[src/rtl/vram_rect_fill.sv]
// Rectangle-fill engine: a CPU-programmed 8-register window drives one VRAM pixel write per clock.
// Build option: define RECT_CLIP_EN to clip the rectangle against the screen edges.
module vram_rect_fill #(
    parameter int unsigned SCREEN_W  = 320,
    parameter int unsigned SCREEN_H  = 200,
    parameter logic [15:0] BASE_ADDR = 16'h0000
) (
    input  logic        clock,
    input  logic        reset_n,
    input  logic [2:0]  reg_addr,
    input  logic [7:0]  reg_wdata,
    input  logic        reg_we,
    output logic [7:0]  reg_rdata,
    output logic        busy,
    output logic        done,
    output logic [15:0] vram_address,
    output logic [7:0]  vram_wdata,
    output logic        vram_we
);

    localparam int unsigned XW = 9;
    localparam int unsigned YW = 8;
    localparam int unsigned AW = 16;
    localparam int unsigned DW = 8;

    localparam logic [2:0] REG_X_LO  = 3'd0;
    localparam logic [2:0] REG_X_HI  = 3'd1;
    localparam logic [2:0] REG_Y     = 3'd2;
    localparam logic [2:0] REG_W_LO  = 3'd3;
    localparam logic [2:0] REG_W_HI  = 3'd4;
    localparam logic [2:0] REG_H     = 3'd5;
    localparam logic [2:0] REG_COLOR = 3'd6;
    localparam logic [2:0] REG_CTRL  = 3'd7;

    typedef enum logic [1:0] {
        IDLE  = 2'd0,
        SETUP = 2'd1,
        FILL  = 2'd2,
        DONE  = 2'd3
    } state_t;

    state_t state, state_n;

    // CPU-visible registers
    logic [XW-1:0] x_reg, x_reg_n;
    logic [YW-1:0] y_reg, y_reg_n;
    logic [XW-1:0] w_reg, w_reg_n;
    logic [YW-1:0] h_reg, h_reg_n;
    logic [DW-1:0] color_reg, color_reg_n;
    logic          done_sticky, done_sticky_n;

    // Geometry captured at START, used for the whole fill
    logic [XW-1:0] x_lat, x_lat_n;
    logic [YW-1:0] y_lat, y_lat_n;
    logic [XW-1:0] w_lat, w_lat_n;
    logic [YW-1:0] h_lat, h_lat_n;
    logic [DW-1:0] color_lat, color_lat_n;

    // Walk state
    logic [XW-1:0] w_eff, w_eff_n;
    logic [YW-1:0] h_eff, h_eff_n;
    logic [XW-1:0] col, col_n;
    logic [YW-1:0] row, row_n;
    logic [AW-1:0] row_base, row_base_n;

    logic [DW-1:0] reg_rdata_n;
    logic          busy_n;
    logic          done_n;
    logic [AW-1:0] vram_address_n;
    logic [DW-1:0] vram_wdata_n;
    logic          vram_we_n;

    logic          ctrl_wr;
    logic          start_req;
    logic          abort_req;
    logic          col_last;
    logic          row_last;
    logic [XW-1:0] w_clip;
    logic [YW-1:0] h_clip;
    logic [AW-1:0] row_base_c;

    assign ctrl_wr   = reg_we && (reg_addr == REG_CTRL);
    assign start_req = ctrl_wr && reg_wdata[0];
    assign abort_req = ctrl_wr && reg_wdata[1];
    assign col_last  = (col == w_eff - XW'(1));
    assign row_last  = (row == h_eff - YW'(1));

    // First-pixel address; wraps modulo 2^16 by truncation
    assign row_base_c = AW'(32'(BASE_ADDR) + 32'(y_lat) * SCREEN_W + 32'(x_lat));

    // Effective rectangle size
    always_comb begin
        w_clip = w_lat;
        h_clip = h_lat;
`ifdef RECT_CLIP_EN
        if ((32'(x_lat) >= SCREEN_W) || (32'(y_lat) >= SCREEN_H)) begin
            w_clip = '0;
            h_clip = '0;
        end else begin
            if (32'(w_lat) > (SCREEN_W - 32'(x_lat))) begin
                w_clip = XW'(SCREEN_W - 32'(x_lat));
            end
            if (32'(h_lat) > (SCREEN_H - 32'(y_lat))) begin
                h_clip = YW'(SCREEN_H - 32'(y_lat));
            end
        end
`endif
    end

    // Next-state and walk logic
    always_comb begin
        state_n     = state;
        x_lat_n     = x_lat;
        y_lat_n     = y_lat;
        w_lat_n     = w_lat;
        h_lat_n     = h_lat;
        color_lat_n = color_lat;
        w_eff_n     = w_eff;
        h_eff_n     = h_eff;
        col_n       = col;
        row_n       = row;
        row_base_n  = row_base;

        case (state)
            IDLE: begin
                if (start_req) begin
                    x_lat_n     = x_reg;
                    y_lat_n     = y_reg;
                    w_lat_n     = w_reg;
                    h_lat_n     = h_reg;
                    color_lat_n = color_reg;
                    state_n     = SETUP;
                end
            end
            SETUP: begin
                row_base_n = row_base_c;
                col_n      = '0;
                row_n      = '0;
                w_eff_n    = w_clip;
                h_eff_n    = h_clip;
                if ((w_clip == '0) || (h_clip == '0)) begin
                    state_n = DONE;
                end else begin
                    state_n = FILL;
                end
            end
            FILL: begin
                if (col_last) begin
                    col_n      = '0;
                    row_n      = row + YW'(1);
                    row_base_n = row_base + AW'(SCREEN_W);
                    if (row_last) begin
                        state_n = DONE;
                    end
                end else begin
                    col_n = col + XW'(1);
                end
            end
            DONE: begin
                state_n = IDLE;
            end
            default: begin
                state_n = IDLE;
            end
        endcase

        // ABORT overrides everything, including a simultaneous START
        if (abort_req) begin
            state_n = IDLE;
        end
    end

    // Register file writes, sticky done and read mux
    always_comb begin
        x_reg_n       = x_reg;
        y_reg_n       = y_reg;
        w_reg_n       = w_reg;
        h_reg_n       = h_reg;
        color_reg_n   = color_reg;
        done_sticky_n = done_sticky;
        reg_rdata_n   = '0;

        if (reg_we && !busy) begin
            case (reg_addr)
                REG_X_LO:  x_reg_n[7:0] = reg_wdata;
                REG_X_HI:  x_reg_n[8]   = reg_wdata[0];
                REG_Y:     y_reg_n      = reg_wdata;
                REG_W_LO:  w_reg_n[7:0] = reg_wdata;
                REG_W_HI:  w_reg_n[8]   = reg_wdata[0];
                REG_H:     h_reg_n      = reg_wdata;
                REG_COLOR: color_reg_n  = reg_wdata;
                default:   ;
            endcase
        end

        if (ctrl_wr) begin
            done_sticky_n = 1'b0;
        end
        if (done_n) begin
            done_sticky_n = 1'b1;
        end

        case (reg_addr)
            REG_X_LO:  reg_rdata_n = x_reg[7:0];
            REG_X_HI:  reg_rdata_n = {7'b0, x_reg[8]};
            REG_Y:     reg_rdata_n = y_reg;
            REG_W_LO:  reg_rdata_n = w_reg[7:0];
            REG_W_HI:  reg_rdata_n = {7'b0, w_reg[8]};
            REG_H:     reg_rdata_n = h_reg;
            REG_COLOR: reg_rdata_n = color_reg;
            default:   reg_rdata_n = {6'b0, done_sticky, busy};
        endcase
    end

    // Outputs are registered copies of what the next state will drive
    always_comb begin
        busy_n         = (state_n == SETUP) || (state_n == FILL);
        done_n         = (state_n == DONE);
        vram_we_n      = (state_n == FILL);
        vram_address_n = vram_address;
        vram_wdata_n   = vram_wdata;
        if (vram_we_n) begin
            vram_address_n = row_base_n + AW'(col_n);
            vram_wdata_n   = color_lat_n;
        end
    end

    always_ff @(posedge clock or negedge reset_n) begin
        if (!reset_n) begin
            state <= IDLE;
        end else begin
            state <= state_n;
        end
    end

    always_ff @(posedge clock or negedge reset_n) begin
        if (!reset_n) begin
            x_reg        <= '0;
            y_reg        <= '0;
            w_reg        <= '0;
            h_reg        <= '0;
            color_reg    <= '0;
            done_sticky  <= 1'b0;
            x_lat        <= '0;
            y_lat        <= '0;
            w_lat        <= '0;
            h_lat        <= '0;
            color_lat    <= '0;
            w_eff        <= '0;
            h_eff        <= '0;
            col          <= '0;
            row          <= '0;
            row_base     <= '0;
            reg_rdata    <= '0;
            busy         <= 1'b0;
            done         <= 1'b0;
            vram_address <= '0;
            vram_wdata   <= '0;
            vram_we      <= 1'b0;
        end else begin
            x_reg        <= x_reg_n;
            y_reg        <= y_reg_n;
            w_reg        <= w_reg_n;
            h_reg        <= h_reg_n;
            color_reg    <= color_reg_n;
            done_sticky  <= done_sticky_n;
            x_lat        <= x_lat_n;
            y_lat        <= y_lat_n;
            w_lat        <= w_lat_n;
            h_lat        <= h_lat_n;
            color_lat    <= color_lat_n;
            w_eff        <= w_eff_n;
            h_eff        <= h_eff_n;
            col          <= col_n;
            row          <= row_n;
            row_base     <= row_base_n;
            reg_rdata    <= reg_rdata_n;
            busy         <= busy_n;
            done         <= done_n;
            vram_address <= vram_address_n;
            vram_wdata   <= vram_wdata_n;
            vram_we      <= vram_we_n;
        end
    end

endmodule
[config.mk]
export PLATFORM = sky130hd
export DESIGN_NAME = vram_rect_fill
export DESIGN_NICKNAME = d
export VERILOG_FILES = /design/src/rtl/vram_rect_fill.sv
export SDC_FILE = /design/constraint.sdc
export NUM_CORES = 1
export LEC_CHECK = 0
export ABC_CLOCK_PERIOD_IN_PS = 11000
export CAP_MARGIN = 20
export CORE_AREA = 2 2 182 148
export DETAILED_ROUTE_END_ITERATION = 6
export DIE_AREA = 0 0 184 150
export PLACE_DENSITY_LB_ADDON = 0.2
export SLEW_MARGIN = 20
export SYNTH_ARGS = -nofsm -noshare
export SYNTH_HDL_FRONTEND = slang
export SYNTH_SLANG_ARGS = --single-unit
[constraint.sdc]
create_clock -name clock -period 11 [get_ports clock]
set_clock_uncertainty 0.2 [all_clocks]
set_input_delay 3.3 -clock clock [delete_from_list [all_inputs] [get_ports clock]]
set_output_delay 3.3 -clock clock [all_outputs]
set_load 0.005 [all_outputs]
==> impl_metrics.sql <==
INSERT INTO impl_metrics (metric_group, metric, value, unit) VALUES
('outcome', 'outcome', 'finished clean', ''),
('clock_network', 'inserted_clock_buffers', '17', ''),
('yosys', 'dominantRegCellSynth', 'sky130_fd_sc_hd__dfrtp_1', ''),
('final_layout', 'fillers', '2514', ''),
('timing', 'drv_slew', '0', ''),
('yosys', 'syn-num-nets', '853', ''),
('yosys', 'yosys_warnings', '0', ''),
('power', 'pwr-share-comb', '0.410', ''),
('timing', 'grt_setup_unrepaired', 'no', ''),
('timing', 'max-slew-margin-rel', '0.343', ''),
('power', 'power.density', '279', 'mW/mm2'),
('power', 'p_leak', '4.71', 'nW'),
('yosys', 'synth_sequential_area_ratio', '0.481', ''),
('timing', 'final.setup.tns', '0', 'ns'),
('power', 'power.share.switching', '0.391', ''),
('yosys', 'asyncSetResetFlopFracSynth', '1.00', ''),
('final_layout', 'layout_top_registers', 'row_base x16, vram_address x16', ''),
('yosys', 'synthDistinctLibCells', '69', ''),
('yosys', 'number_of_flops_mapped_to_enable_cells_by_yosys', '0', ''),
('power', 'cellInternalPower', '1.76', 'mW'),
('final_layout', 'layout_cells_sized_above_1', '0.196', ''),
('final_layout', 'nets', '894', ''),
('worst_setup_path', 'worst-path-max-fanout', '29', ''),
('yosys', 'syn_avg_cell_area', '11.2', 'um2'),
('die', 'die-width', '184', 'um'),
('clock_network', 'numClockSinks', '172', ''),
('timing', 'setup_ws', '4.25', 'ns'),
('place', 'io_buffers', '48', ''),
('yosys', 'ys_ff_latch', '172', ''),
('timing', 'period_share', '0.614', ''),
('detailed_routing', 'detail_route.vias_per_cell', '5.21', ''),
('die', 'die_height', '150', 'um'),
('final_layout', 'n_antenna_cell', '0', ''),
('global_route', 'global_route.usage.total', '0.161', ''),
('clock_network', 'post-cts-setup-buffer-count', '0', ''),
('power', 'power.sequential.fraction', '0.377', ''),
('global_route', 'vias_in_the_first_global_route', '6048', ''),
('place', 'dpl_worst_slack', '3.80', 'ns'),
('worst_setup_path', 'crit_required', '11.18', 'ns'),
('clock_network', 'clock-root-buffer', 'sky130_fd_sc_hd__clkbuf_16', ''),
('worst_hold_path', 'hold_path_class', 'flop to flop', ''),
('yosys', 'synthCells', '801', ''),
('die', 'core_area', '0.0259', 'mm2'),
('power', 'peakVddDrop', '0.117', 'mV'),
('worst_setup_path', 'crit_path_start_kind', 'input port', ''),
('power', 'switchingPower', '1.13', 'mW'),
('clock_network', 'tritoncts', 'yes', ''),
('die', 'std_cell_rows', '53', ''),
('yosys', 'mappedNetlistArea', '0.00894', 'mm2'),
('clock_network', 'post_cts_resize_count', '0', ''),
('clock_network', 'clk_pin_slew_worst_paths', '0.08', 'ns'),
('timing', 'period_needed', '6.75', 'ns'),
('detailed_routing', 'detailedRoute.firstIterationViolations', '316', ''),
('place', 'finalWeightedCongestion', '0.811', ''),
('place', 'dp.final_hpwl', '14800', 'um'),
('clock_network', 'insertion_delay_to_the_later_sink_of_the_worst_skew_pair', '0.44', 'ns'),
('timing', 'final-setup-viol-count', '0', ''),
('clock_network', 'h-tree-depth', '4', ''),
('global_route', 'globalRouteOverflowTotal', '0', ''),
('power', 'power_frac_clock', '0.213', ''),
('worst_setup_path', 'critical_path.endpoint_type', 'flop', ''),
('worst_setup_path', 'critical_path_arrival', '6.93', 'ns'),
('detailed_routing', 'detail_route.wirelength', '20800', 'um'),
('final_layout', 'area_delta_synth_final', '15.8', '%'),
('die', 'start_util', '0.346', ''),
('global_route', 'grt_start_max_net_pins', '108', ''),
('worst_setup_path', 'path_class', 'input port to flop', ''),
('job', 'max_cap_violations', '0', ''),
('timing', 'final_report_hold_violation_count', '0', ''),
('detailed_routing', 'total_drc_errors_in_the_routed_layout', '0', ''),
('global_route', 'grt_pass1_wl', '34400', 'um'),
('timing', 'worstMarginPinSlew', '0.986', 'ns'),
('global_route', 'grt_antenna_before_repair', '0', ''),
('clock_network', 'hold_fix_buffer_count_after_cts', '0', ''),
('clock_network', 'longest_clk_path_bufs', '2', ''),
('final_layout', 'final_core_util', '0.400', ''),
('detailed_routing', 'drt_pass1_iterations', '5', ''),
('die', 'die_area', '0.0276', 'mm2'),
('timing', 'fmax', '148', 'MHz'),
('detailed_routing', 'routed_length_per_instance', '17.6', 'um'),
('detailed_routing', 'postRouteAntennaNets', '0', ''),
('detailed_routing', 'via_count', '6177', ''),
('die', 'top_level_i_o_count', '49', '');
## path summary, 6_finish.rpt
kind / startpoint / end / slack [ns] / cells after the start
worst max-delay path: reg_addr[1] / vram_address[15] / 4.25 / 10
worst min-delay path: color_lat[0] / color_lat[0] / 0.30 / 1
worst max register to register: w_eff[0] / vram_address[14] / 5.25 / 21
worst min register to register: color_lat[0] / color_lat[0] / 0.30 / 1
max in group asynchronous: reset_n / w_eff[6] / 6.36 / 2
min in group asynchronous: reset_n / h_eff[6] / 2.79 / 1
## routing by layer
| layer | part of all wire | global-route usage |
|---|---|---|
| met5 | 0 | 0 |
| met1 | 0.52 | 0.242 |
| met3 | 0.029 | 0.0292 |
| met2 | 0.44 | 0.240 |
| met4 | 0.0090 | 0.0368 |
## cells in the mapped netlist, types with 6 or more instances
master                     instances  area [um2]
sky130_fd_sc_hd__xnor2_1          38         333
sky130_fd_sc_hd__mux2i_1           9        90.1
sky130_fd_sc_hd__nand4_1           9        56.3
sky130_fd_sc_hd__mux2_2          110        1240
sky130_fd_sc_hd__buf_1             6        22.5
sky130_fd_sc_hd__xor2_1           12         105
sky130_fd_sc_hd__a22o_1           15         131
sky130_fd_sc_hd__nor4_1            6        37.5
sky130_fd_sc_hd__dfrtp_1         172        4300
sky130_fd_sc_hd__nor2_1           62         233
sky130_fd_sc_hd__and2_1            7        43.8
sky130_fd_sc_hd__a31oi_1           9        56.3
sky130_fd_sc_hd__o21ai_0          25         125
sky130_fd_sc_hd__a221oi_1          6        52.6
sky130_fd_sc_hd__o22ai_1           7        43.8
sky130_fd_sc_hd__ha_1             35         438
sky130_fd_sc_hd__clkbuf_1         22        82.6
sky130_fd_sc_hd__nand2_1          55         206
sky130_fd_sc_hd__nor3_1            6        30.0
sky130_fd_sc_hd__nor2b_1          14        87.6
sky130_fd_sc_hd__a21oi_1          29         145
sky130_fd_sc_hd__inv_1            27         101
sky130_fd_sc_hd__and3_1            6        37.5
sky130_fd_sc_hd__nand3_1          15        75.1
sky130_fd_sc_hd__nor3b_1           7        52.6
## power groups by stage
stage	Sequential (mW)	Combinational [mW]	Clock [mW]
finish	1.09	1.18	0.614
CTS	1.09	1.19	0.629
global route	1.13	1.33	0.654
floorplan	1.02	0.866	0
global placement	1.10	1.18	0
detailed placement	1.10	1.19	0
## worst max-delay path, stage by stage
cell                              delay, ns
sky130_fd_sc_hd__clkdlybuf4s50_1       0.86
sky130_fd_sc_hd__and2_1                0.48
sky130_fd_sc_hd__and3_1                0.24
sky130_fd_sc_hd__and2_1                0.18
sky130_fd_sc_hd__o221ai_1              0.28
sky130_fd_sc_hd__ha_1                  0.22
sky130_fd_sc_hd__buf_4                 0.36
sky130_fd_sc_hd__inv_1                 0.32
sky130_fd_sc_hd__or4_1                 0.59
sky130_fd_sc_hd__nand3_1               0.07
## final cells by class
| type | instances | area [um2] | share of cell area |
|---|---|---|---|
| tap | 330 | 413 | 0.0399 |
| clock buffer | 17 | 425 | 0.0411 |
| inverter | 28 | 105 | 0.0102 |
| clock inverter | 15 | 175 | 0.0169 |
| timing repair buffer | 56 | 542 | 0.0523 |
| multi-input combinational | 567 | 4390 | 0.424 |
| sequential | 172 | 4300 | 0.416 |
## logic make-up (layout without fill, tap and decap cells)
group | count (synthesis) | in the layout | synth area share
simple gates | 212 | 212 | 0.120
flops | 172 | 172 | 0.481
compound gates | 148 | 148 | 0.116
mux | 119 | 119 | 0.149
buf+inv | 62 | 116 | 0.0286
xor+xnor | 50 | 50 | 0.0490
fa+ha+maj | 38 | 38 | 0.0557
## cells in the final DEF, fill, tap and decap left out, types with 6 or more instances in the layout
master,count
sky130_fd_sc_hd__nor4_1,6
sky130_fd_sc_hd__clkdlybuf4s50_1,47
sky130_fd_sc_hd__a221oi_1,6
sky130_fd_sc_hd__buf_4,8
sky130_fd_sc_hd__nor3b_1,6
sky130_fd_sc_hd__a22o_1,15
sky130_fd_sc_hd__a21oi_1,29
sky130_fd_sc_hd__nor2_1,62
sky130_fd_sc_hd__and3_1,6
sky130_fd_sc_hd__nor2b_1,14
sky130_fd_sc_hd__a31oi_1,9
sky130_fd_sc_hd__xnor2_1,38
sky130_fd_sc_hd__clkbuf_16,17
sky130_fd_sc_hd__nand3_1,15
sky130_fd_sc_hd__and2_1,7
sky130_fd_sc_hd__xor2_1,12
sky130_fd_sc_hd__o21ai_0,25
sky130_fd_sc_hd__ha_1,35
sky130_fd_sc_hd__inv_1,27
sky130_fd_sc_hd__nand2_1,55
sky130_fd_sc_hd__nor3_1,6
sky130_fd_sc_hd__inv_8,6
sky130_fd_sc_hd__o22ai_1,7
sky130_fd_sc_hd__mux2i_1,9
sky130_fd_sc_hd__mux2_2,110
sky130_fd_sc_hd__nand4_1,9
sky130_fd_sc_hd__dfrtp_1,172
## through the flow
stage	cell area, um2	hold WS, ns	instances	power, mW
6_report	10300	0.297	1185	2.88
5_1_grt	10300	0.325	1185	3.11
4_1_cts	10300	0.303	1184	2.91
3_5_place_dp	9740	0.284	1152	2.29
3_3_place_gp	9740	0.279	1152	2.28
2_1_floorplan	8940	0.262	801	1.88
(Power assumes the default switching activity.)
